$ cat src/rtl/nibbler_pkg.sv
// nibbler_pkg: types and constants shared by the button conditioning blocks.
//   NUM_BTN                  number of push buttons on the board
//   btn_t                    one bit per button
//   DEFAULT_DEBOUNCE_CYCLES  default acceptance window in clk cycles
//   db_state_e               per-bit debounce FSM state encoding
package nibbler_pkg;

    localparam int NUM_BTN = 4;
    localparam int DEFAULT_DEBOUNCE_CYCLES = 16;

    typedef logic [NUM_BTN-1:0] btn_t;

    typedef enum logic {
        ST_STABLE   = 1'b0,
        ST_COUNTING = 1'b1
    } db_state_e;

endpackage

$ cat src/rtl/button_debouncer_if.sv
// button_debouncer_if: button path between the board pins, the debouncer and IN.
//   btn_raw   raw asynchronous button levels, 1 = pressed
//   ack       port-read strobe from IN (only used by the latched build)
//   buttons   conditioned button vector
//   btn_rise  one-cycle strobe per accepted press
// master drives the raw side and reads results; slave is the debouncer.
interface button_debouncer_if;
    import nibbler_pkg::*;

    btn_t btn_raw;
    logic ack;
    btn_t buttons;
    btn_t btn_rise;

    modport master (output btn_raw, output ack, input buttons, input btn_rise);
    modport slave  (input btn_raw, input ack, output buttons, output btn_rise);

endinterface

$ cat src/rtl/debounce_bit.sv
// debounce_bit: one button's two-flop synchronizer, debounce counter,
// accepted level and registered rise strobe.
//   clk, rst_n  system clock, async active-low reset
//   btn_raw     raw asynchronous button level
//   level       debounced level (stable_q)
//   rise        one-cycle pulse following a 0->1 acceptance
//
// state       | meaning
// ST_STABLE   | s2 matches the accepted level, counter parked at 0
// ST_COUNTING | s2 differs, counter advancing toward DEBOUNCE_CYCLES-1
module debounce_bit
    import nibbler_pkg::*;
#(
    parameter int DEBOUNCE_CYCLES = DEFAULT_DEBOUNCE_CYCLES,
    parameter int CNT_W = $clog2(DEBOUNCE_CYCLES)
) (
    input  logic clk,
    input  logic rst_n,
    input  logic btn_raw,
    output logic level,
    output logic rise
);

    localparam logic [CNT_W-1:0] CNT_LAST = CNT_W'(DEBOUNCE_CYCLES - 1);

    logic             s1;
    logic             s2;
    logic [CNT_W-1:0] cnt;
    db_state_e        state;

    always_ff @(posedge clk or negedge rst_n) begin
        if (!rst_n) begin
            s1    <= 1'b0;
            s2    <= 1'b0;
            cnt   <= '0;
            level <= 1'b0;
            rise  <= 1'b0;
            state <= ST_STABLE;
        end else begin
            s1   <= btn_raw;
            s2   <= s1;
            rise <= 1'b0;
            case (state)
                ST_STABLE: begin
                    // First differing sample counts as sample 1; DEBOUNCE_CYCLES >= 2
                    // means this can never already be the accepting sample.
                    if (s2 != level) begin
                        cnt   <= cnt + CNT_W'(1);
                        state <= ST_COUNTING;
                    end else begin
                        cnt <= '0;
                    end
                end
                ST_COUNTING: begin
                    if (s2 == level) begin
                        // Bounce back to the old level: reject and restart.
                        cnt   <= '0;
                        state <= ST_STABLE;
                    end else if (cnt == CNT_LAST) begin
                        level <= s2;
                        rise  <= s2;
                        cnt   <= '0;
                        state <= ST_STABLE;
                    end else begin
                        cnt <= cnt + CNT_W'(1);
                    end
                end
                default: begin
                    cnt   <= '0;
                    state <= ST_STABLE;
                end
            endcase
        end
    end

endmodule

$ cat src/rtl/button_debouncer.sv
// button_debouncer: conditions the four raw push buttons for the IN port.
// One debounce_bit per button, plus an optional sticky-press layer.
//   clk, rst_n  system clock, async active-low reset
//   bus         button_debouncer_if.slave (btn_raw, ack in; buttons, btn_rise out)
// Build option BTN_LATCH_EN: buttons[i] becomes a flag set by btn_rise[i]
// and cleared by ack (set wins on the same edge). Without it, buttons is
// the debounced level and ack is ignored.
module button_debouncer
    import nibbler_pkg::*;
#(
    parameter int DEBOUNCE_CYCLES = DEFAULT_DEBOUNCE_CYCLES,
    parameter int CNT_W = $clog2(DEBOUNCE_CYCLES)
) (
    input logic clk,
    input logic rst_n,
    button_debouncer_if.slave bus
);

    btn_t stable_q;
    btn_t rise_q;

    for (genvar i = 0; i < NUM_BTN; i++) begin : g_bit
        debounce_bit #(
            .DEBOUNCE_CYCLES(DEBOUNCE_CYCLES),
            .CNT_W(CNT_W)
        ) u_bit (
            .clk(clk),
            .rst_n(rst_n),
            .btn_raw(bus.btn_raw[i]),
            .level(stable_q[i]),
            .rise(rise_q[i])
        );
    end

    assign bus.btn_rise = rise_q;

`ifdef BTN_LATCH_EN
    btn_t latch_q;

    always_ff @(posedge clk or negedge rst_n) begin
        if (!rst_n) begin
            latch_q <= '0;
        end else begin
            // Set has priority so a press arriving with the read is kept.
            latch_q <= (latch_q & ~{NUM_BTN{bus.ack}}) | rise_q;
        end
    end

    assign bus.buttons = latch_q;
`else
    logic unused_ack;
    assign unused_ack  = bus.ack;
    assign bus.buttons = stable_q;
`endif

endmodule
$ cat src/flat_wrapper.sv
// flat-port wrapper written by rule: the top's interface ports become plain ports
module button_debouncer_flat import nibbler_pkg::*;
#(
    parameter int DEBOUNCE_CYCLES = DEFAULT_DEBOUNCE_CYCLES,
    parameter int CNT_W = $clog2(DEBOUNCE_CYCLES)
)
  (clk, rst_n, bus_btn_raw, bus_ack, bus_buttons, bus_btn_rise);
  button_debouncer_if bus_i ();
  input logic clk;
  input logic rst_n;
  input wire logic [$bits(bus_i.btn_raw)-1:0] bus_btn_raw;
  input wire logic [$bits(bus_i.ack)-1:0] bus_ack;
  output wire logic [$bits(bus_i.buttons)-1:0] bus_buttons;
  output wire logic [$bits(bus_i.btn_rise)-1:0] bus_btn_rise;
  assign bus_i.btn_raw = bus_btn_raw;
  assign bus_i.ack = bus_ack;
  assign bus_buttons = bus_i.buttons;
  assign bus_btn_rise = bus_i.btn_rise;
  button_debouncer #(.DEBOUNCE_CYCLES(DEBOUNCE_CYCLES), .CNT_W(CNT_W)) u_core (.clk(clk), .rst_n(rst_n), .bus(bus_i));
endmodule
$ cat config.mk
export PLATFORM = sky130hd
export DESIGN_NAME = button_debouncer_flat
export DESIGN_NICKNAME = d
export VERILOG_FILES = /design/src/rtl/nibbler_pkg.sv /design/src/rtl/button_debouncer_if.sv /design/src/rtl/debounce_bit.sv /design/src/rtl/button_debouncer.sv /design/src/flat_wrapper.sv
export SDC_FILE = /design/constraint.sdc
export NUM_CORES = 1
export LEC_CHECK = 0
export ABC_AREA = 1
export CAP_MARGIN = 20
export CORE_MARGIN = 2
export CORE_UTILIZATION = 40
export DETAILED_ROUTE_END_ITERATION = 10
export DONT_BUFFER_PORTS = 1
export HOLD_SLACK_MARGIN = 0.1
export PLACE_DENSITY_LB_ADDON = 0.15
export SLEW_MARGIN = 5
export SYNTH_ARGS = -nofsm -noshare
export SYNTH_HDL_FRONTEND = slang
export SYNTH_SLANG_ARGS = --single-unit
$ cat constraint.sdc
create_clock -name clk -period 0.95 [get_ports clk]
set_input_delay 0.095 -clock clk [delete_from_list [all_inputs] [get_ports clk]]
set_output_delay 0.095 -clock clk [all_outputs]
set_load 0.02 [all_outputs]
## Word level (Yosys, flattened, before mapping)

Index checks and enable logic that the tools add are counted.
Widths: inputs -> output; s select.

| word-level totals | value |
|---|---|
| register bits after elaboration | 36 |
| input bits | 7 |
| word-level logic and storage cells | 96 |

| operators by class | value |
|---|---|
| add/subtract/negate cells | 4 |
| eq/ne operators | 12 |
| muxes and demuxes | 44 |
| bitwise gates (word level) | 8 |
| reduce and logical (&&, ||, !) cells | 4 |

Operators with widths:

| kind | number |
|---|---|
| $mux 4 | 12 |
| $pmux 4 s2 | 4 |
| $mux 1 | 24 |
| $add 4x1->4 const B | 4 |
| $eq 4x4->1 const B | 4 |
| $reduce_and 3->1 | 4 |
| $not 1->1 | 8 |
| $pmux 1 s2 | 4 |
| $eq 1x1->1 | 4 |
| $ne 1x1->1 | 4 |

## Logic depth before layout (Yosys ltp)

| depth | value |
|---|---|
| depth after elaboration | 4 |
| gate-level depth with buffers | 6 |

## Hierarchy

A second synthesis with hierarchy kept.

| unflattened totals | value |
|---|---|
| cells, all modules | 148 |
| area, all modules | 1,441.4 um^2 |

Modules (own cells, without submodules):

| module | times used | cells each | area an instance (um^2) |
|---|---|---|---|
| debounce_bit | 4 | 37 | 360.3 |

## Least setup slack after synthesis

Ideal clock, no wire load.

| timing path | value |
|---|---|
| path type | register to register |
| start | register u_core.g_bit[0].u_bit.cnt[0] |
| end | register u_core.g_bit[0].u_bit.cnt[3] |
| library setup time | 71 ps |
| arrival time | 927 ps |
| setup slack | -48 ps |
| cell stages (with the launch flop) | 7 |
| buffers on the path | 0 |
| path through | dfrtp_1 ha_1 nand2_1 inv_1 nand2_2 nand2_2 nor2_1 |

| between the ends | value |
|---|---|
| longest elaborated chain between the ends | 4 |
| elaborated cells on any way between the ends | 6 |

RTL lines:

| item | RTL line | text |
|---|---|---|
| from (decl) | debounce_bit.sv:28 | `logic [CNT_W-1:0] cnt;` |
| from (signal assigned) | debounce_bit.sv:48 | `cnt <= cnt + CNT_W'(1);` |
| from (signal assigned) | debounce_bit.sv:65 | `cnt <= cnt + CNT_W'(1);` |
| $add 4x1->4 / $eq 4x4->1 (equally long branches) | debounce_bit.sv:48, debounce_bit.sv:65, debounce_bit.sv:59 |  |
| $mux 4 | debounce_bit.sv:59 | `end else if (cnt == CNT_LAST) begin` |
| $mux 4 | debounce_bit.sv:55 | `if (s2 == level) begin` |
| $pmux 4 s2 * | debounce_bit.sv:43 | `case (state)` |

Mark *: on every way between the ends. The rest lies on a longest branch, timed or not.
A chain may end at the register's enable or synchronous reset.

## Final worst setup path

| timing path | value |
|---|---|
| start | register u_core.g_bit[3].u_bit.cnt[0] |
| end | register u_core.g_bit[3].u_bit.cnt[2] |

| between the ends | value |
|---|---|
| longest elaborated chain between the ends | 4 |
| elaborated cells on any way between the ends | 6 |

RTL lines:

| item | RTL line |
|---|---|
| from (decl) | debounce_bit.sv:28 |
| from (signal assigned) | debounce_bit.sv:48 |
| from (signal assigned) | debounce_bit.sv:65 |
| $add 4x1->4 / $eq 4x4->1 (equally long branches) | debounce_bit.sv:48, debounce_bit.sv:65, debounce_bit.sv:59 |
| $mux 4 | debounce_bit.sv:59 |
| $mux 4 | debounce_bit.sv:55 |
| $pmux 4 s2 * | debounce_bit.sv:43 |

Marked as above.

==> results.txt <==
----------------------------------------------------
[Run status]
  Run status ... complete, but fails checks
  Violations in the final reports ... hold timing, setup timing

[Worst setup path]
  Critical path arrival ... between 1000 and 1500 ps
  CP Launch Type ... flop
  Type of the worst setup path ... flop to flop
  Critical path endpoint category ... flop
  Cell type group with the largest total delay on the critical path ... flip-flops
  Data required time at the worst endpoint ... 1130 ps
  Crit. Startpoint ... u_core.g_bit[3].u_bit.cnt[0]$_DFF_PN0_
  CP Max Fanout ... 2
  Beginning of the worst register-to-register path ... u_core.g_bit[3].u_bit.cnt[0]$_DFF_PN0_
  Crit path max-delay cell type ... sky130_fd_sc_hd__dfrtp_1
  Cell Chain, Critical Path ... ha_2, buf_4, xnor2_1, nor2_1
  Buffering stage count on the worst path with inverters included ... 1
  Slowest cell delay on critical path ... 390 ps

[Min path]
  Hold Path Class ... input pin to async pin

[CTS]
  Buffer cell driving the clock tree root ... sky130_fd_sc_hd__clkbuf_8
  Clock input transition at the sequential cells of the worst setup and hold paths ... 70 ps
  Clock buffer count from CTS ... 5
  H-tree lvl count ... 2
  Number of buffers between clock root and the deepest sink ... 2
  Hold buffer count at CTS ... 4
  TritonCTS clock tree ... built
  Clock latency at the later pin of the worst-skew pair ... approximately 280 ps
  Count of clock tree sinks ... 36

[Logic synthesis]
  Seq cells post-synth ... 36
  Number of synthesis warnings ... 0
  Adder-cell area share of the yosys netlist ... 0.0336
  Area fraction in compound gates after synthesis ... 0.0168
  Xor and xnor area share after synthesis ... 0.0235
  Cell area after synthesis ... roughly 1500 µm²
  Portion of the post-synthesis area used by sequential elements ... 0.605
  Syn Area/Cell ... ~9.4 µm²
  Syn nets ... 170
  Simple logic cell fraction of the synthesized area ... 0.203
  Largest family of logic cells by synthesized area ... simple AND/OR/NAND/NOR gates
  Multiplexer share of the synthesized area ... 0
  Number of distinct library cells after synthesis ... 12
  Number of cells produced by synthesis ... approximately 160

[STA]
  Worst Max-Slew Pin Slew ... around 210 ps
  Max-slew headroom at the worst pin ... 0.860
  Post-layout min period ... a little over 1000 ps
  Max Clock Skew ... just over 3 ps
  Number of setup violations in the final report ... 17
  Crit share post-route ... 1.08
  F_max ... ~980 MHz
  Worst hold slack ... -498 ps
  Max-slew violations ... 0
  Crit path setup slack, layout ... -71.4 ps
  RSZ-0062 raised after global routing ... yes
  Fin. Hold Viols ... 36

[Floorplan]
  Die extent in x ... approximately 65 µm
  DIE HEIGHT ... around 65 µm
  Core outline area ... 3610 µm²
  Effective utilization at floorplan ... 0.413
  Die Outline Area ... ~4200 µm²
  Number of primary I/O pins ... 15
  Row count ... 22

[Routing]
  Detailed-route DRC error count ... 0
  Antenna violation net count after detailed routing ... 0
  Drt via density ... 4.37
  Post-DR wirelength/cell ... 10.3 µm
  Detailed-router iteration count before antenna repair ... 4
  Final Routed Wirelength ... between 2 and 2.5 mm
  Number of vias after detailed routing ... approximately 990
  Initial detailed-routing violation count ... 31

[Cells and area]
  Number of cells in the finished layout apart from fillers ... about 230
  Number of inserted diodes ... 0
  Share of post-route cells with drive strength above 1 ... 0.363
  NumNets Final ... 189
  Total area of sequential cells ... 901 µm²
  Filler cell count in the final layout ... around 320
  Most frequent standard cell in the layout excluding fill and tap cells ... sky130_fd_sc_hd__dfrtp_1
  Area added between synthesis and finish ... 30.8%
  Combined area of the multi-input logic cells ... ~570 µm²
  Leading cell types in the layout, fill and taps excluded ... 36 x sky130_fd_sc_hd__dfrtp_1, 25 x sky130_fd_sc_hd__inv_1, 25 x sky130_fd_sc_hd__nand2_1, 12 x sky130_fd_sc_hd__nor2_2, 12 x sky130_fd_sc_hd__buf_4

[Global route]
  Antenna violations before repair ... 0
  All-layer global routing usage ... 0.124
  Grt total ovfl ... 0
  Via count of the first global-routing pass ... between 900 and 1,000
  Wire length of the first global-routing pass ... roughly 3.9 mm
  Maximum number of pins on one net before global-route repair ... 37

[Placed design]
  Routability congestion estimate from global placement ... about 0.68
  Number of buffers inserted by port buffering ... 0
  HPWL after DPL ... ~1.6 mm
  Post-placement cell count ... about 210

[Power]
  VDD IR-drop max ... approximately 0.00089 V
  Total power ... 3340 µW
  Leakage dissipation ... around 0.0011 µW
  Power per standard cell area ... about 1700 nW/µm²

[Flow run]
  Max Cap Viol ... 0

----------------------------------------------------
[worst register-to-register path, stage by stage (launching register included)]
cell	delay, ps
sky130_fd_sc_hd__dfrtp_1	390
sky130_fd_sc_hd__ha_2	200
sky130_fd_sc_hd__buf_4	130
sky130_fd_sc_hd__xnor2_1	140
sky130_fd_sc_hd__nor2_1	60
[sequential cells by signal, summed over array words and instances, names as in the netlist]
| signal | count |
|---|---|
| u_core.g_bit.u_bit.state | 4 |
| u_core.g_bit.u_bit.level | 4 |
| u_core.g_bit.u_bit.rise | 4 |
| u_core.g_bit.u_bit.s1 | 4 |
| u_core.g_bit.u_bit.cnt | 16 |
| u_core.g_bit.u_bit.s2 | 4 |
[final timing paths]
| kind | endpoint | slack [ps] | cells past startpoint |
|---|---|---|---|
| setup / recovery | u_core.g_bit[3].u_bit.cnt[2]$_DFF_PN0_ | -70 | 4 |
| hold / removal | u_core.g_bit[3].u_bit.rise$_DFF_PN0_ | -500 | 0 |
| setup reg to reg | u_core.g_bit[3].u_bit.cnt[2]$_DFF_PN0_ | -70 | 4 |
| hold reg to reg | u_core.g_bit[1].u_bit.s2$_DFF_PN0_ | 350 | 0 |
| max in group asynchronous | u_core.g_bit[3].u_bit.cnt[3]$_DFF_PN0_ | 1370 | 0 |
| min in group clk | u_core.g_bit[1].u_bit.s2$_DFF_PN0_ | 350 | 0 |
[cells in the mapped netlist, drive strengths merged]
master / number / area share
nand4: 4 / 0.017
o21ai: 4 / 0.013
xnor2: 4 / 0.024
ha: 4 / 0.034
buf: 8 / 0.040
a21oi: 1 / 0.0034
dfrtp: 36 / 0.61
nand3: 4 / 0.013
inv: 31 / 0.078
nand2: 40 / 0.11
nor2: 23 / 0.058
[cell families (layout without fill, tap and decap cells)]
kind of cell | Yosys count | in the layout
AND/OR/NAND/NOR | 71 | 71
buffers and inverters | 39 | 59
flip-flops | 36 | 36
AO/OA/AOI/OAI | 5 | 5
adder cells (fa/ha/maj) | 4 | 4
XOR/XNOR | 4 | 4
[layer usage]
metal,wire length [µm],vias up,global-route usage
met2,1160,13,0.197
met3,94,6,0.0642
met5,0,-,0
met1,1040,469,0.143
met4,36,0,0.0469
li1,-,504,-
[area by class of cell]
type                    instances  share of cell area
clock buffers                   7              0.0495
clock inverters                 1              0.0154
inverters                      31              0.0597
multi-input cells              84               0.292
flip-flops and latches         36               0.462
well taps                      48              0.0308
repair buffers                 20              0.0899
[through the flow]
stage / setup WS [ps] / util / setup TNS, ps / cell area, µm²
global route: -116 / 0.540 / -2120 / 1950
global placement: -41.2 / 0.441 / -297 / 1590
finish: -71.4 / 0.540 / -676 / 1950
detailed placement: -72.4 / 0.441 / -762 / 1590
floorplan: -4.90 / - / -4.90 / 1500
CTS: -66.1 / 0.498 / -654 / 1800
[power breakdown]
group	switching, µW	leakage [µW]	internal, µW
clock	509	0.0000645	925
combinational	114	0.000522	136
sequential	53.2	0.000465	1600
[what timing repair did]
action / 4_1_cts / 5_1_grt
pin swaps: 7 / 11
endpoints found under the setup margin: 21 / 30
hold endpoints to repair: 40 / 36
setup buffers: 2 / 2
gates resized for setup: 12 / 40
Power figures use the tool's default switching activity.
